`src/rtl/cpu_pkg.sv`:
```
// Shared pipeline-control types: sequencer states and forwarding-mux selects.
package cpu_pkg;

    typedef enum logic [1:0] {
        IDLE  = 2'd0,
        RUN   = 2'd1,
        DRAIN = 2'd2
    } state_e;

    localparam logic [1:0] FWD_REG = 2'b00;  // operand from register file
    localparam logic [1:0] FWD_MEM = 2'b01;  // operand from MEM-stage alu_out
    localparam logic [1:0] FWD_WB  = 2'b10;  // operand from WB-stage write data

endpackage

```
`src/rtl/fwd_unit.sv`:
```
// EX-stage operand forwarding select. Purely combinational; EX/MEM beats MEM/WB
// and register 0 is never forwarded.
module fwd_unit
    import cpu_pkg::*;
#(
    parameter int unsigned REG_ADDR_W = 5
) (
    input  logic [REG_ADDR_W-1:0] ex_rs,
    input  logic [REG_ADDR_W-1:0] ex_rt,
    input  logic [REG_ADDR_W-1:0] mem_rd,
    input  logic                  mem_reg_write,
    input  logic [REG_ADDR_W-1:0] wb_rd,
    input  logic                  wb_reg_write,
    output logic [1:0]            fwd_a,
    output logic [1:0]            fwd_b
);

    function automatic logic [1:0] fwd_sel(
        input logic [REG_ADDR_W-1:0] src,
        input logic [REG_ADDR_W-1:0] m_rd,
        input logic                  m_we,
        input logic [REG_ADDR_W-1:0] w_rd,
        input logic                  w_we
    );
        logic [1:0] sel;
        sel = FWD_REG;
        if (m_we && (m_rd != '0) && (m_rd == src)) begin
            sel = FWD_MEM;
        end else if (w_we && (w_rd != '0) && (w_rd == src)) begin
            sel = FWD_WB;
        end
        return sel;
    endfunction

    // Select source for each EX operand.
    always_comb begin
        fwd_a = fwd_sel(ex_rs, mem_rd, mem_reg_write, wb_rd, wb_reg_write);
        fwd_b = fwd_sel(ex_rt, mem_rd, mem_reg_write, wb_rd, wb_reg_write);
    end

endmodule

```
`src/rtl/pipe_hazard_ctrl.sv`:
```
// Five-stage pipeline sequencer: run/drain/idle FSM, load-use stall, MEM-stage
// redirect flushes and EX forwarding. Optional performance counters are built
// only when PIPE_HAZARD_CTRL_PERF_EN is defined; otherwise perf_* read as 0.
module pipe_hazard_ctrl
    import cpu_pkg::*;
#(
    parameter int unsigned REG_ADDR_W   = 5,
    parameter int unsigned DRAIN_CYCLES = 4,
    parameter int unsigned CNT_W        = 32
) (
    input  logic                  clk,
    input  logic                  rst,
    input  logic                  enable,
    input  logic [REG_ADDR_W-1:0] id_rs,
    input  logic [REG_ADDR_W-1:0] id_rt,
    input  logic                  id_uses_rt,
    input  logic [REG_ADDR_W-1:0] ex_rs,
    input  logic [REG_ADDR_W-1:0] ex_rt,
    input  logic [REG_ADDR_W-1:0] ex_rd,
    input  logic                  ex_mem_read,
    input  logic [REG_ADDR_W-1:0] mem_rd,
    input  logic                  mem_reg_write,
    input  logic [REG_ADDR_W-1:0] wb_rd,
    input  logic                  wb_reg_write,
    input  logic                  mem_redirect,
    output logic                  pc_write,
    output logic                  if_id_write,
    output logic                  if_id_flush,
    output logic                  id_ex_flush,
    output logic                  ex_mem_flush,
    output logic [1:0]            fwd_a,
    output logic [1:0]            fwd_b,
    output logic                  halted,
    output logic [CNT_W-1:0]      perf_run,
    output logic [CNT_W-1:0]      perf_stall,
    output logic [CNT_W-1:0]      perf_flush
);

    localparam int unsigned DW = (DRAIN_CYCLES > 1) ? $clog2(DRAIN_CYCLES) : 1;
    localparam logic [DW-1:0] DRAIN_LOAD = DW'(DRAIN_CYCLES - 1);

    state_e        state_q, state_d;
    logic [DW-1:0] drain_cnt_q, drain_cnt_d;
    logic          load_use;
    logic          redirect_act;

    assign load_use = ex_mem_read && (ex_rd != '0) &&
                      ((ex_rd == id_rs) || (id_uses_rt && (ex_rd == id_rt)));
    assign redirect_act = (state_q != IDLE) && mem_redirect;

    // Next state and drain countdown.
    always_comb begin
        state_d     = state_q;
        drain_cnt_d = drain_cnt_q;
        case (state_q)
            IDLE: begin
                if (enable) state_d = RUN;
            end
            RUN: begin
                if (!enable) begin
                    state_d     = DRAIN;
                    drain_cnt_d = DRAIN_LOAD;
                end
            end
            DRAIN: begin
                // Reaching zero wins over a late re-enable.
                if (drain_cnt_q == '0) begin
                    state_d = IDLE;
                end else if (enable) begin
                    state_d = RUN;
                end else begin
                    drain_cnt_d = drain_cnt_q - DW'(1);
                end
            end
            default: state_d = IDLE;
        endcase
    end

    // State and drain counter registers.
    always_ff @(posedge clk) begin
        if (rst) begin
            state_q     <= IDLE;
            drain_cnt_q <= '0;
        end else begin
            state_q     <= state_d;
            drain_cnt_q <= drain_cnt_d;
        end
    end

    // Pipeline-register controls; redirect overrides everything else.
    always_comb begin
        pc_write     = 1'b0;
        if_id_write  = 1'b0;
        if_id_flush  = 1'b0;
        id_ex_flush  = 1'b0;
        ex_mem_flush = 1'b0;
        case (state_q)
            IDLE: begin
                // First fetch happens in the cycle enable is seen.
                pc_write    = enable;
                if_id_write = enable;
                id_ex_flush = 1'b1;
            end
            RUN: begin
                pc_write    = !load_use;
                if_id_write = !load_use;
                id_ex_flush = load_use;
            end
            DRAIN: begin
                if_id_write = 1'b1;
                if_id_flush = 1'b1;
            end
            default: begin
                id_ex_flush = 1'b1;
            end
        endcase
        if (redirect_act) begin
            pc_write     = 1'b1;
            if_id_write  = 1'b1;
            if_id_flush  = 1'b1;
            id_ex_flush  = 1'b1;
            ex_mem_flush = 1'b1;
        end
        halted = (state_q == IDLE);
    end

    fwd_unit #(
        .REG_ADDR_W(REG_ADDR_W)
    ) u_fwd_unit (
        .ex_rs        (ex_rs),
        .ex_rt        (ex_rt),
        .mem_rd       (mem_rd),
        .mem_reg_write(mem_reg_write),
        .wb_rd        (wb_rd),
        .wb_reg_write (wb_reg_write),
        .fwd_a        (fwd_a),
        .fwd_b        (fwd_b)
    );

`ifdef PIPE_HAZARD_CTRL_PERF_EN
    logic [CNT_W-1:0] perf_run_q, perf_run_d;
    logic [CNT_W-1:0] perf_stall_q, perf_stall_d;
    logic [CNT_W-1:0] perf_flush_q, perf_flush_d;
    logic             stall_cycle;

    assign stall_cycle = (state_q == RUN) && load_use && !mem_redirect;

    // Saturating event counters.
    always_comb begin
        perf_run_d   = perf_run_q;
        perf_stall_d = perf_stall_q;
        perf_flush_d = perf_flush_q;
        if ((state_q == RUN) && (perf_run_q != '1)) perf_run_d = perf_run_q + CNT_W'(1);
        if (stall_cycle && (perf_stall_q != '1)) perf_stall_d = perf_stall_q + CNT_W'(1);
        if (redirect_act && (perf_flush_q != '1)) perf_flush_d = perf_flush_q + CNT_W'(1);
    end

    // Counter registers.
    always_ff @(posedge clk) begin
        if (rst) begin
            perf_run_q   <= '0;
            perf_stall_q <= '0;
            perf_flush_q <= '0;
        end else begin
            perf_run_q   <= perf_run_d;
            perf_stall_q <= perf_stall_d;
            perf_flush_q <= perf_flush_d;
        end
    end

    assign perf_run   = perf_run_q;
    assign perf_stall = perf_stall_q;
    assign perf_flush = perf_flush_q;
`else
    assign perf_run   = '0;
    assign perf_stall = '0;
    assign perf_flush = '0;
`endif

endmodule
```
`config.mk`:
```
export PLATFORM = sky130hd
export DESIGN_NAME = pipe_hazard_ctrl
export DESIGN_NICKNAME = d
export VERILOG_FILES = /design/src/rtl/cpu_pkg.sv /design/src/rtl/fwd_unit.sv /design/src/rtl/pipe_hazard_ctrl.sv
export SDC_FILE = /design/constraint.sdc
export NUM_CORES = 1
export LEC_CHECK = 0
export BUFFER_PORTS_ARGS = -buffer_cell sky130_fd_sc_hd__buf_2
export CAP_MARGIN = 20
export CORE_MARGIN = 2
export CORE_UTILIZATION = 32
export DETAILED_ROUTE_END_ITERATION = 12
export PLACE_DENSITY_LB_ADDON = 0.12
export SYNTH_ARGS = -nofsm -noshare
export SYNTH_HDL_FRONTEND = slang
export SYNTH_HIERARCHICAL = 1
export SYNTH_SLANG_ARGS = --single-unit
export TNS_END_PERCENT = 1
```
`constraint.sdc`:
```
create_clock -name clk -period 1.2 [get_ports clk]
set_input_delay 0.12 -clock clk [delete_from_list [all_inputs] [get_ports clk]]
set_output_delay 0.12 -clock clk [all_outputs]
set_load 0.05 [all_outputs]
```
==> results.json, run 1 <==
{
  "diodes": 0,
  "routed_wirelength_um": 2689,
  "dieArea_sq_mm": 0.004879,
  "arrival_ps": 1430,
  "finalHoldViolCount": 0,
  "ioPinCount": 149,
  "grt_pass1_vias": 883,
  "synth_seq_area_share_pct": 5.771,
  "utilization_pct": 41.67,
  "die_w_um": 69.85,
  "ys_seq_elements": 4,
  "end_kind": "primary output",
  "cts_tree": "done",
  "vias": 1102,
  "grt.total_usage_pct": 9.788,
  "setup.worst_path.class": "in -> out",
  "portBuffers": 52,
  "violations": "negative setup slack",
  "setup-tns-final_ps": -1890,
  "synth_top_area_share_pct": 51.94,
  "dp_hpwl_um": 2456,
  "h-tree-depth": 1,
  "final_area_sq_mm": 0.001703,
  "clkTransAtPathRegs_ps": 30,
  "finalMaxSlewViolations": 0,
  "drt_iter0_drc": 14,
  "leakagePower_nw": 0.8794,
  "area_growth_pct": 22.72,
  "ant_nets": 0,
  "max_freq_mhz": 643.6,
  "coreArea_sq_mm": 0.004086,
  "async_reset_ff_share_pct": 0,
  "final_cells": 308,
  "first_pass_iters": 4,
  "rows": 23,
  "gp_congestion": 0.7088,
  "hold_ws_ps": 124.9,
  "hp-class": "in -> reg",
  "fin_ws_ps": -353.7,
  "rsz0062_at_grt": "true",
  "viasPerCell": 3.578,
  "pre_cts_slack_ps": -498.0,
  "grt_pass1_wl_um": 3995,
  "die_h_um": 69.85,
  "synth_ff_type": "dfxtp_1",
  "rr_worst_depth": 7,
  "finalSetupViolations": 8,
  "start_util_pct": 33.96,
  "finClkSkew_ps": 0.2236,
  "clock-sinks": 4,
  "routedWlPerCell_um": 8.731,
  "ys_warn_count": 6,
  "fin_crit_ps": 1554,
  "netlist_instances": 183,
  "totalPowerFinal_mw": 1.538,
  "startpoint_type": "primary input",
  "syn-cell-area_sq_mm": 0.001388,
  "cts-hold-fix-buffers": 0,
  "grt_max_degree": 11,
  "p_per_area_mw_per_mm2": 903.2,
  "cp_data_required_time_ps": 1080,
  "dpl_cell_area_sq_mm": 0.001582,
  "worstPathMaxFanout": 3,
  "cap_violations": 0,
  "status": "finished with violations",
  "irDropWorstVdd_v": 0.0007718,
  "layout-drive-gt1-share_pct": 35.66,
  "place_inst": 305,
  "synth_edf_count": 0,
  "hold_depth": 2,
  "yosysTopAreaCell": "buf_4",
  "gr-total-overflow": 0,
  "drc_errors": 0,
  "antenna_found_initial": 0,
  "cts_buffers": 3,
  "nNetsFinal": 304,
  "cts.path.max_buffers": 2,
  "clock_latency_ps": 210,
  "period_share_pct": 129.5,
  "root_buffer": "clkbuf_8",
  "yosysUniqueCellTypes": 32,
  "avgSynthCellArea_sq_um": 7.582,
  "synth.area.top_cells": "buf_4, xnor2_1, dfxtp_1"
}
==> logic make-up after synthesis <==
| family | synth area share (%) |
|---|---|
| adders and majority gates | 0.9016 |
| xor gates and xnor gates | 19.57 |
| DFF | 5.771 |
| AOI/OAI and AO/OA | 6.583 |
| muxes | 0.8115 |
| other | 0.2703 |
| buffers and inverters | 53.38 |
| and+or+nand+nor | 12.71 |
==> sequential cells by signal, summed over array words and instances (netlist names) <==
name	flops
drain_cnt_q	2
state_q	2
==> metal layers <==
layer / wire length [um] / track usage, % / vias up
li1: - / - / 551
met1: 947 / 11.34 / 480
met2: 1416 / 17.57 / 71
met3: 325 / 3.608 / 0
met4: 0 / 1.282 / 0
met5: 0 / 0 / -
==> Yosys cell counts, drive strengths merged, types with 2 or more instances <==
| master | count |
|---|---|
| a21oi | 2 |
| buf | 97 |
| dfxtp | 4 |
| inv | 3 |
| nand2 | 5 |
| nand3 | 4 |
| nand4 | 3 |
| nor2 | 6 |
| nor2b | 2 |
| nor3 | 2 |
| nor4 | 4 |
| o21a | 2 |
| o21ai | 2 |
| or4 | 3 |
| xnor2 | 26 |
| xor2 | 5 |
==> power by group <==
part	leakage (nW)	internal, mW	switching (mW)
Clock	0.0216	0.213	0.0627
Combinational	0.824	0.232	0.882
Sequential	0.0334	0.140	0.00832
==> final cells by class <==
| cell class | count | area [sq um] |
|---|---|---|
| sequential | 4 | 83.83 |
| inverter | 3 | 11.26 |
| clock buffer | 3 | 41.29 |
| multi-input combinational | 173 | 1013 |
| tap | 50 | 62.56 |
| timing repair buffer | 75 | 490.5 |
| fill | 448 | 2384 |
==> worst paths after layout <==
kind	from	endpoint	slack [ps]
worst max register to register	drain_cnt_q[0]	drain_cnt_q[1]	50
worst min register to register	drain_cnt_q[1]	drain_cnt_q[1]	490
worst min-delay path	rst	state_q[1]	120
worst max-delay path	mem_rd[1]	fwd_b[1]	-350
==> worst max-delay path, stage by stage <==
cell and delay (ps):
buf_6 100, or4_4 530, o21ai_4 200, nor4_4 60, nor4_4 220, buf_6 190
==> repair_timing <==
action | 4_1_cts | 5_1_grt
resized for setup | 19 | 10
buffers inserted | 0 | 0
pin swaps | 1 | 2
endpoints found under the setup margin | 12 | 13
==> layout by cell type, fill, tap and decap left out, types with 2 or more instances in the layout <==
cell,n
buf_2,41
buf_4,26
buf_6,8
clkbuf_8,3
conb_1,96
dfxtp_1,3
inv_1,3
nand2_1,5
nand3_1,4
nand4_1,3
nor2_1,5
nor2b_1,2
nor3_1,2
nor4_4,4
o21a_1,2
or4_4,2
xnor2_1,26
xor2_1,5
(Power assumes the default switching activity.)
==> inputs of run 2 (changes only) <==
--- a/config.mk
+++ b/config.mk
@@ -5,14 +5,14 @@
 export SDC_FILE = /design/constraint.sdc
 export NUM_CORES = 1
 export LEC_CHECK = 0
+export ABC_AREA = 1
 export BUFFER_PORTS_ARGS = -buffer_cell sky130_fd_sc_hd__buf_2
 export CAP_MARGIN = 20
 export CORE_MARGIN = 2
-export CORE_UTILIZATION = 32
+export CORE_UTILIZATION = 33
 export DETAILED_ROUTE_END_ITERATION = 12
 export PLACE_DENSITY_LB_ADDON = 0.12
 export SYNTH_ARGS = -nofsm -noshare
 export SYNTH_HDL_FRONTEND = slang
-export SYNTH_HIERARCHICAL = 1
 export SYNTH_SLANG_ARGS = --single-unit
 export TNS_END_PERCENT = 1
==> run 2 against run 1 <==
Compared with the run above: the run still ends with negative setup slack left; synthesized cell count increased by 23%; total power increased by 1.7%; fmax is 20% higher.
==> results.json, run 2 <==
{
  "critPathSlowestCell": "dfxtp_2",
  "ys_warn_count": 0,
  "synth_edf_count": 0,
  "dpl_cell_area_sq_mm": 0.001531,
  "totalPowerFinal_mw": 1.565,
  "clkTransAtPathRegs_ps": 30,
  "dieArea_sq_mm": 0.004945,
  "start_util_pct": 33.80,
  "drc_errors": 0,
  "worstPathMaxFanout": 3,
  "leakagePower_nw": 0.9968,
  "reg2reg_slack_ps": 20,
  "hp-class": "in -> reg",
  "fin_ws_ps": -91.11,
  "nNetsFinal": 334,
  "setup.worst_path.class": "reg -> out",
  "grt_max_degree": 7,
  "layout_common_cells": "conb_1, buf_2, nand2_1",
  "clock-sinks": 4,
  "cts_tree": "done",
  "path_buf_inv": 3,
  "fin_crit_ps": 1291,
  "synth.area.top_cells": "buf_4, nand2_1, xnor2_1",
  "ff_latch_area_sq_um": 82.58,
  "setup-tns-final_ps": -202.0,
  "arrival_ps": 1170,
  "holdPathEnd": "state_q[0]",
  "max_stage_delay_ps": 330,
  "ioPinCount": 149,
  "grt.total_usage_pct": 9.792,
  "vias": 1248,
  "dp_hpwl_um": 2451,
  "rows": 24,
  "yosysTopAreaCell": "buf_4",
  "end_kind": "primary output",
  "finalHoldViolCount": 0,
  "layout-drive-gt1-share_pct": 29.17,
  "fillers": 478,
  "synth_top_area_share_pct": 49.66,
  "synth_seq_area_share_pct": 5.517,
  "final_area_sq_mm": 0.001692,
  "period_share_pct": 107.6,
  "coreArea_sq_mm": 0.004294,
  "rsz0062_at_grt": "true",
  "antenna_found_initial": 0,
  "finalMaxSlewViolations": 0,
  "largestRegisters": "drain_cnt_q x2, state_q x2",
  "finClkSkew_ps": 2.420,
  "root_buffer": "clkbuf_8",
  "final_common_cell": "conb_1",
  "r2r-start": "drain_cnt_q[0]",
  "cp_data_required_time_ps": 1080,
  "violations": "negative setup slack",
  "grt_pass1_vias": 1016,
  "ys_seq_elements": 4,
  "startpoint_type": "flop",
  "status": "finished with violations",
  "yosysUniqueCellTypes": 20,
  "p_per_area_mw_per_mm2": 924.9,
  "max_freq_mhz": 774.5,
  "avgSynthCellArea_sq_um": 6.451,
  "synth_ff_type": "dfxtp_1",
  "cts_buffers": 3,
  "hold_depth": 2,
  "area_growth_pct": 16.55,
  "cts.path.max_buffers": 2,
  "diodes": 0,
  "pre_cts_slack_ps": -62.64,
  "viasPerCell": 3.671,
  "gr-total-overflow": 0,
  "netlist_instances": 225,
  "die_h_um": 70.32,
  "gp_congestion": 0.7939,
  "yosysMostFrequentCell": "buf_4",
  "cp_top_family": "buffers and inverters",
  "syn-cell-area_sq_mm": 0.001451,
  "drt_iter0_drc": 21,
  "routed_wirelength_um": 2647,
  "finalSetupViolations": 5,
  "multi_input_area_sq_mm": 0.001011,
  "routedWlPerCell_um": 7.785,
  "hold_path_startpoint": "rst",
  "rr_worst_depth": 7,
  "clock_latency_ps": 220,
  "die_w_um": 70.32,
  "ant_nets": 0,
  "cp_cell_sequence": "buf_6 > nor2_4 > buf_4 > a21oi_4 > nand2_4 > buf_8",
  "grt_pass1_wl_um": 4077,
  "portBuffers": 52,
  "irDropWorstVdd_v": 0.0002903,
  "async_reset_ff_share_pct": 0,
  "h-tree-depth": 1,
  "worstReg2RegEnd": "drain_cnt_q[0]",
  "cap_violations": 0,
  "yosys-top-cells-count": "buf_4, nand2_1, inv_1",
  "hold_ws_ps": 120.1,
  "first_pass_iters": 4
}
==> run 2: changes by cell type after synthesis, sizes merged, moves of 2 or more <==
cell | previous run | this run
nand2 | 5 | 36
inv | 3 | 22
nor2 | 6 | 19
xnor2 | 26 | 13
nor3 | 2 | 6
nor4 | 4 | 1
or4 | 3 | 0
xor2 | 5 | 8
a211oi | 0 | 2
nand4 | 3 | 5
nor2b | 2 | 0
o21a | 2 | 0
o21ai | 2 | 4
==> run 2: kinds of logic after synthesis <==
logic type               Yosys count  synth area share, %
AO/OA/AOI/OAI                      8                3.362
XOR/XNOR                          21                12.67
adder cells (fa/ha/maj)            1               0.8619
buffers and inverters            118                55.34
flip-flops                         4                5.517
other                              1               0.2584
AND/OR/NAND/NOR                   72                21.98
==> run 2: how the worst max path moves through the flow <==
stage,to,depth (start not counted),start,slack [ps]
4_1_cts,pc_write,6,state_q[0],-120
3_5_place_dp,pc_write,9,ex_rd[2],-60
3_3_place_gp,fwd_b[1],7,mem_rd[1],-60
2_1_floorplan,pc_write,4,state_q[1],-100
6_report,pc_write,6,state_q[0],-90
5_1_grt,pc_write,6,state_q[0],-140
==> run 2: timing repair <==
action | CTS | global route
pin swaps | 3 | 1
buffers inserted | 1 | 0
hold buffers | 0 | 0
resized for setup | 24 | 11
setup endpoints to repair | 8 | 12
==> run 2: report_power, final <==
group / internal [mW] / total, mW / leakage [nW] / switching [mW]
logic: 0.217 / 1.13 / 0.942 / 0.915
registers: 0.143 / 0.149 / 0.0336 / 0.00614
clock network: 0.214 / 0.284 / 0.0216 / 0.0697
total: 0.573 / 1.56 / 0.997 / 0.991
==> run 2: area by class of cell <==
class | instances | area share [%]
flip-flops and latches | 4 | 4.882
inverters | 22 | 4.882
well taps | 52 | 3.846
clock buffers | 3 | 2.441
repair buffers | 61 | 24.19
multi-input cells | 198 | 59.76
==> run 2: layer usage <==
layer | GRT usage (%) | share of wire, % | vias up
met4 | 3.632 | 0.53 | 0
met3 | 1.443 | 11 | 2
met2 | 18.13 | 54 | 83
met1 | 11.17 | 35 | 539
li1 | - | - | 624
met5 | 0 | 0 | -
==> run 2: per-stage QoR <==
stage | util, % | cells
3_5_place_dp | 35.66 | 336
4_1_cts | 38.64 | 340
3_3_place_gp | 35.66 | 336
6_report | 39.39 | 340
5_1_grt | 39.39 | 340
2_1_floorplan | - | 320
==> inputs of run 3 (changes only) <==
--- a/config.mk
+++ b/config.mk
@@ -8,10 +8,13 @@
 export ABC_AREA = 1
 export BUFFER_PORTS_ARGS = -buffer_cell sky130_fd_sc_hd__buf_2
 export CAP_MARGIN = 20
+export CELL_PAD_IN_SITES_DETAIL_PLACEMENT = 1
+export CELL_PAD_IN_SITES_GLOBAL_PLACEMENT = 1
 export CORE_MARGIN = 2
-export CORE_UTILIZATION = 33
+export CORE_UTILIZATION = 20
 export DETAILED_ROUTE_END_ITERATION = 12
 export PLACE_DENSITY_LB_ADDON = 0.12
+export SETUP_SLACK_MARGIN = 0.4
 export SYNTH_ARGS = -nofsm -noshare
 export SYNTH_HDL_FRONTEND = slang
 export SYNTH_SLANG_ARGS = --single-unit
==> run 3 against run 2 <==
Compared with the run above: the flow still finishes with violations (negative setup slack); fmax is 0.11% lower; wire length rose by 24%; via count rose by 0.32%; combinational power rose by 4%; sequential power hardly changed; non-clock buffer count up 3.
==> results.json, run 3 (synthesized netlist as in run 2, its figures left out) <==
{
  "vias": 1252,
  "portBuffers": 52,
  "finalSetupViolations": 6,
  "routedWlPerCell_um": 8.397,
  "hold_ws_ps": 143.6,
  "nNetsFinal": 337,
  "area_growth_pct": 27.24,
  "cts_buffers": 3,
  "drc_errors": 0,
  "fin_ws_ps": -92.55,
  "antenna_found_initial": 0,
  "fin_crit_ps": 1293,
  "dp_hpwl_um": 2981,
  "setup-tns-final_ps": -292.5,
  "hp-class": "in -> reg",
  "viasPerCell": 3.210,
  "cts.path.max_buffers": 2,
  "clock_latency_ps": 210,
  "final_common_cell": "conb_1",
  "die_h_um": 89.19,
  "end_kind": "primary output",
  "cts-hold-fix-buffers": 0,
  "finalHoldViolCount": 0,
  "p_per_area_mw_per_mm2": 869.1,
  "first_pass_iters": 4,
  "setup.worst_path.class": "reg -> out",
  "grt_pass1_wl_um": 4616,
  "worstPathMaxFanout": 3,
  "root_buffer": "clkbuf_8",
  "ant_nets": 0,
  "rows": 31,
  "h-tree-depth": 1,
  "leakagePower_nw": 1.025,
  "arrival_ps": 1170,
  "layout-drive-gt1-share_pct": 35.74,
  "startpoint_type": "flop",
  "clkTransAtPathRegs_ps": 30,
  "gr-total-overflow": 0,
  "irDropWorstVdd_v": 0.0001896,
  "grt.total_usage_pct": 7.198,
  "drt_iter0_drc": 24,
  "violations": "negative setup slack",
  "finalMaxSlewViolations": 0,
  "die_w_um": 89.19,
  "pre_cts_slack_ps": -121.7,
  "routed_wirelength_um": 3275,
  "finClkSkew_ps": 1.252,
  "clock-sinks": 4,
  "dieArea_sq_mm": 0.007954,
  "grt_max_degree": 7,
  "period_share_pct": 107.7,
  "start_util_pct": 20.34,
  "status": "finished with violations",
  "ioPinCount": 149,
  "grt_pass1_vias": 1097,
  "cts_tree": "done",
  "cp_data_required_time_ps": 1080,
  "cap_violations": 0,
  "diodes": 0,
  "coreArea_sq_mm": 0.007137,
  "largestRegisters": "drain_cnt_q x2, state_q x2",
  "gp_congestion": 0.7411,
  "rsz0062_at_grt": "true",
  "layout_common_cells": "conb_1, buf_2, nand2_1",
  "max_freq_mhz": 773.7
}
[run 3: cell types whose count changed in the layout (fill, tap and decap cells not counted), moves of 3 or more]
cell    before  now
buf_6        7   10
inv_1       21   17
buf_4        8   11
inv_2        1    5
nor2_4       2    5
[run 3: path summary, 6_finish.rpt]
| kind | start | endpoint | slack (ps) | depth (start not counted) |
|---|---|---|---|---|
| max reg2reg | state_q[0] | drain_cnt_q[0] | 50 | 6 |
| min reg2reg | drain_cnt_q[0] | drain_cnt_q[0] | 520 | 2 |
| min | rst | state_q[0] | 140 | 2 |
| max | state_q[0] | pc_write | -90 | 6 |
[run 3: routing by layer]
metal / vias to the layer above / track usage (%) / part of all wire [%]
li1: 627 / - / -
met1: 542 / 8.736 / 38
met2: 81 / 12.86 / 50
met3: 2 / 0.5540 / 11
met4: 0 / 3.256 / 0.82
met5: - / 0 / 0
[run 3: area by class of cell]
class                      instances  area (sq um)
inverter                          22         82.58
clock buffer                       3         41.29
tap                               99         123.9
timing repair buffer              64         440.4
sequential                         4         85.08
fill                             973          5290
multi-input combinational        198          1074
[run 3: power by group]
| part | internal (mW) | switching, mW | total, mW |
|---|---|---|---|
| sequential | 0.144 | 0.00709 | 0.151 |
| combinational | 0.238 | 0.943 | 1.18 |
| clock | 0.213 | 0.0601 | 0.273 |
| total | 0.594 | 1.01 | 1.61 |
[run 3: critical path, cell delays in order, from the launching register on]
cell	delay (ps)
dfxtp_2	320
buf_6	120
nor2_4	130
nor2_4	60
a21oi_4	130
nand2_4	60
buf_8	140
[run 3: timing repair]
item,4_1_cts,5_1_grt
setup buffers,2,0
setup endpoints to repair,14,14
pin swaps,15,5
gates resized for setup,40,17
[run 3: per-stage QoR]
step                      utilization [%]  area [sq um]  instances  power, mW
after floorplan                         -          1867        320      1.294
after global placement              22.49          1605        385      1.238
after detailed placement            22.49          1605        385      1.236
after CTS                           25.19          1798        390      1.591
after global routing                25.88          1847        390      1.697
final                               25.88          1847        390      1.605
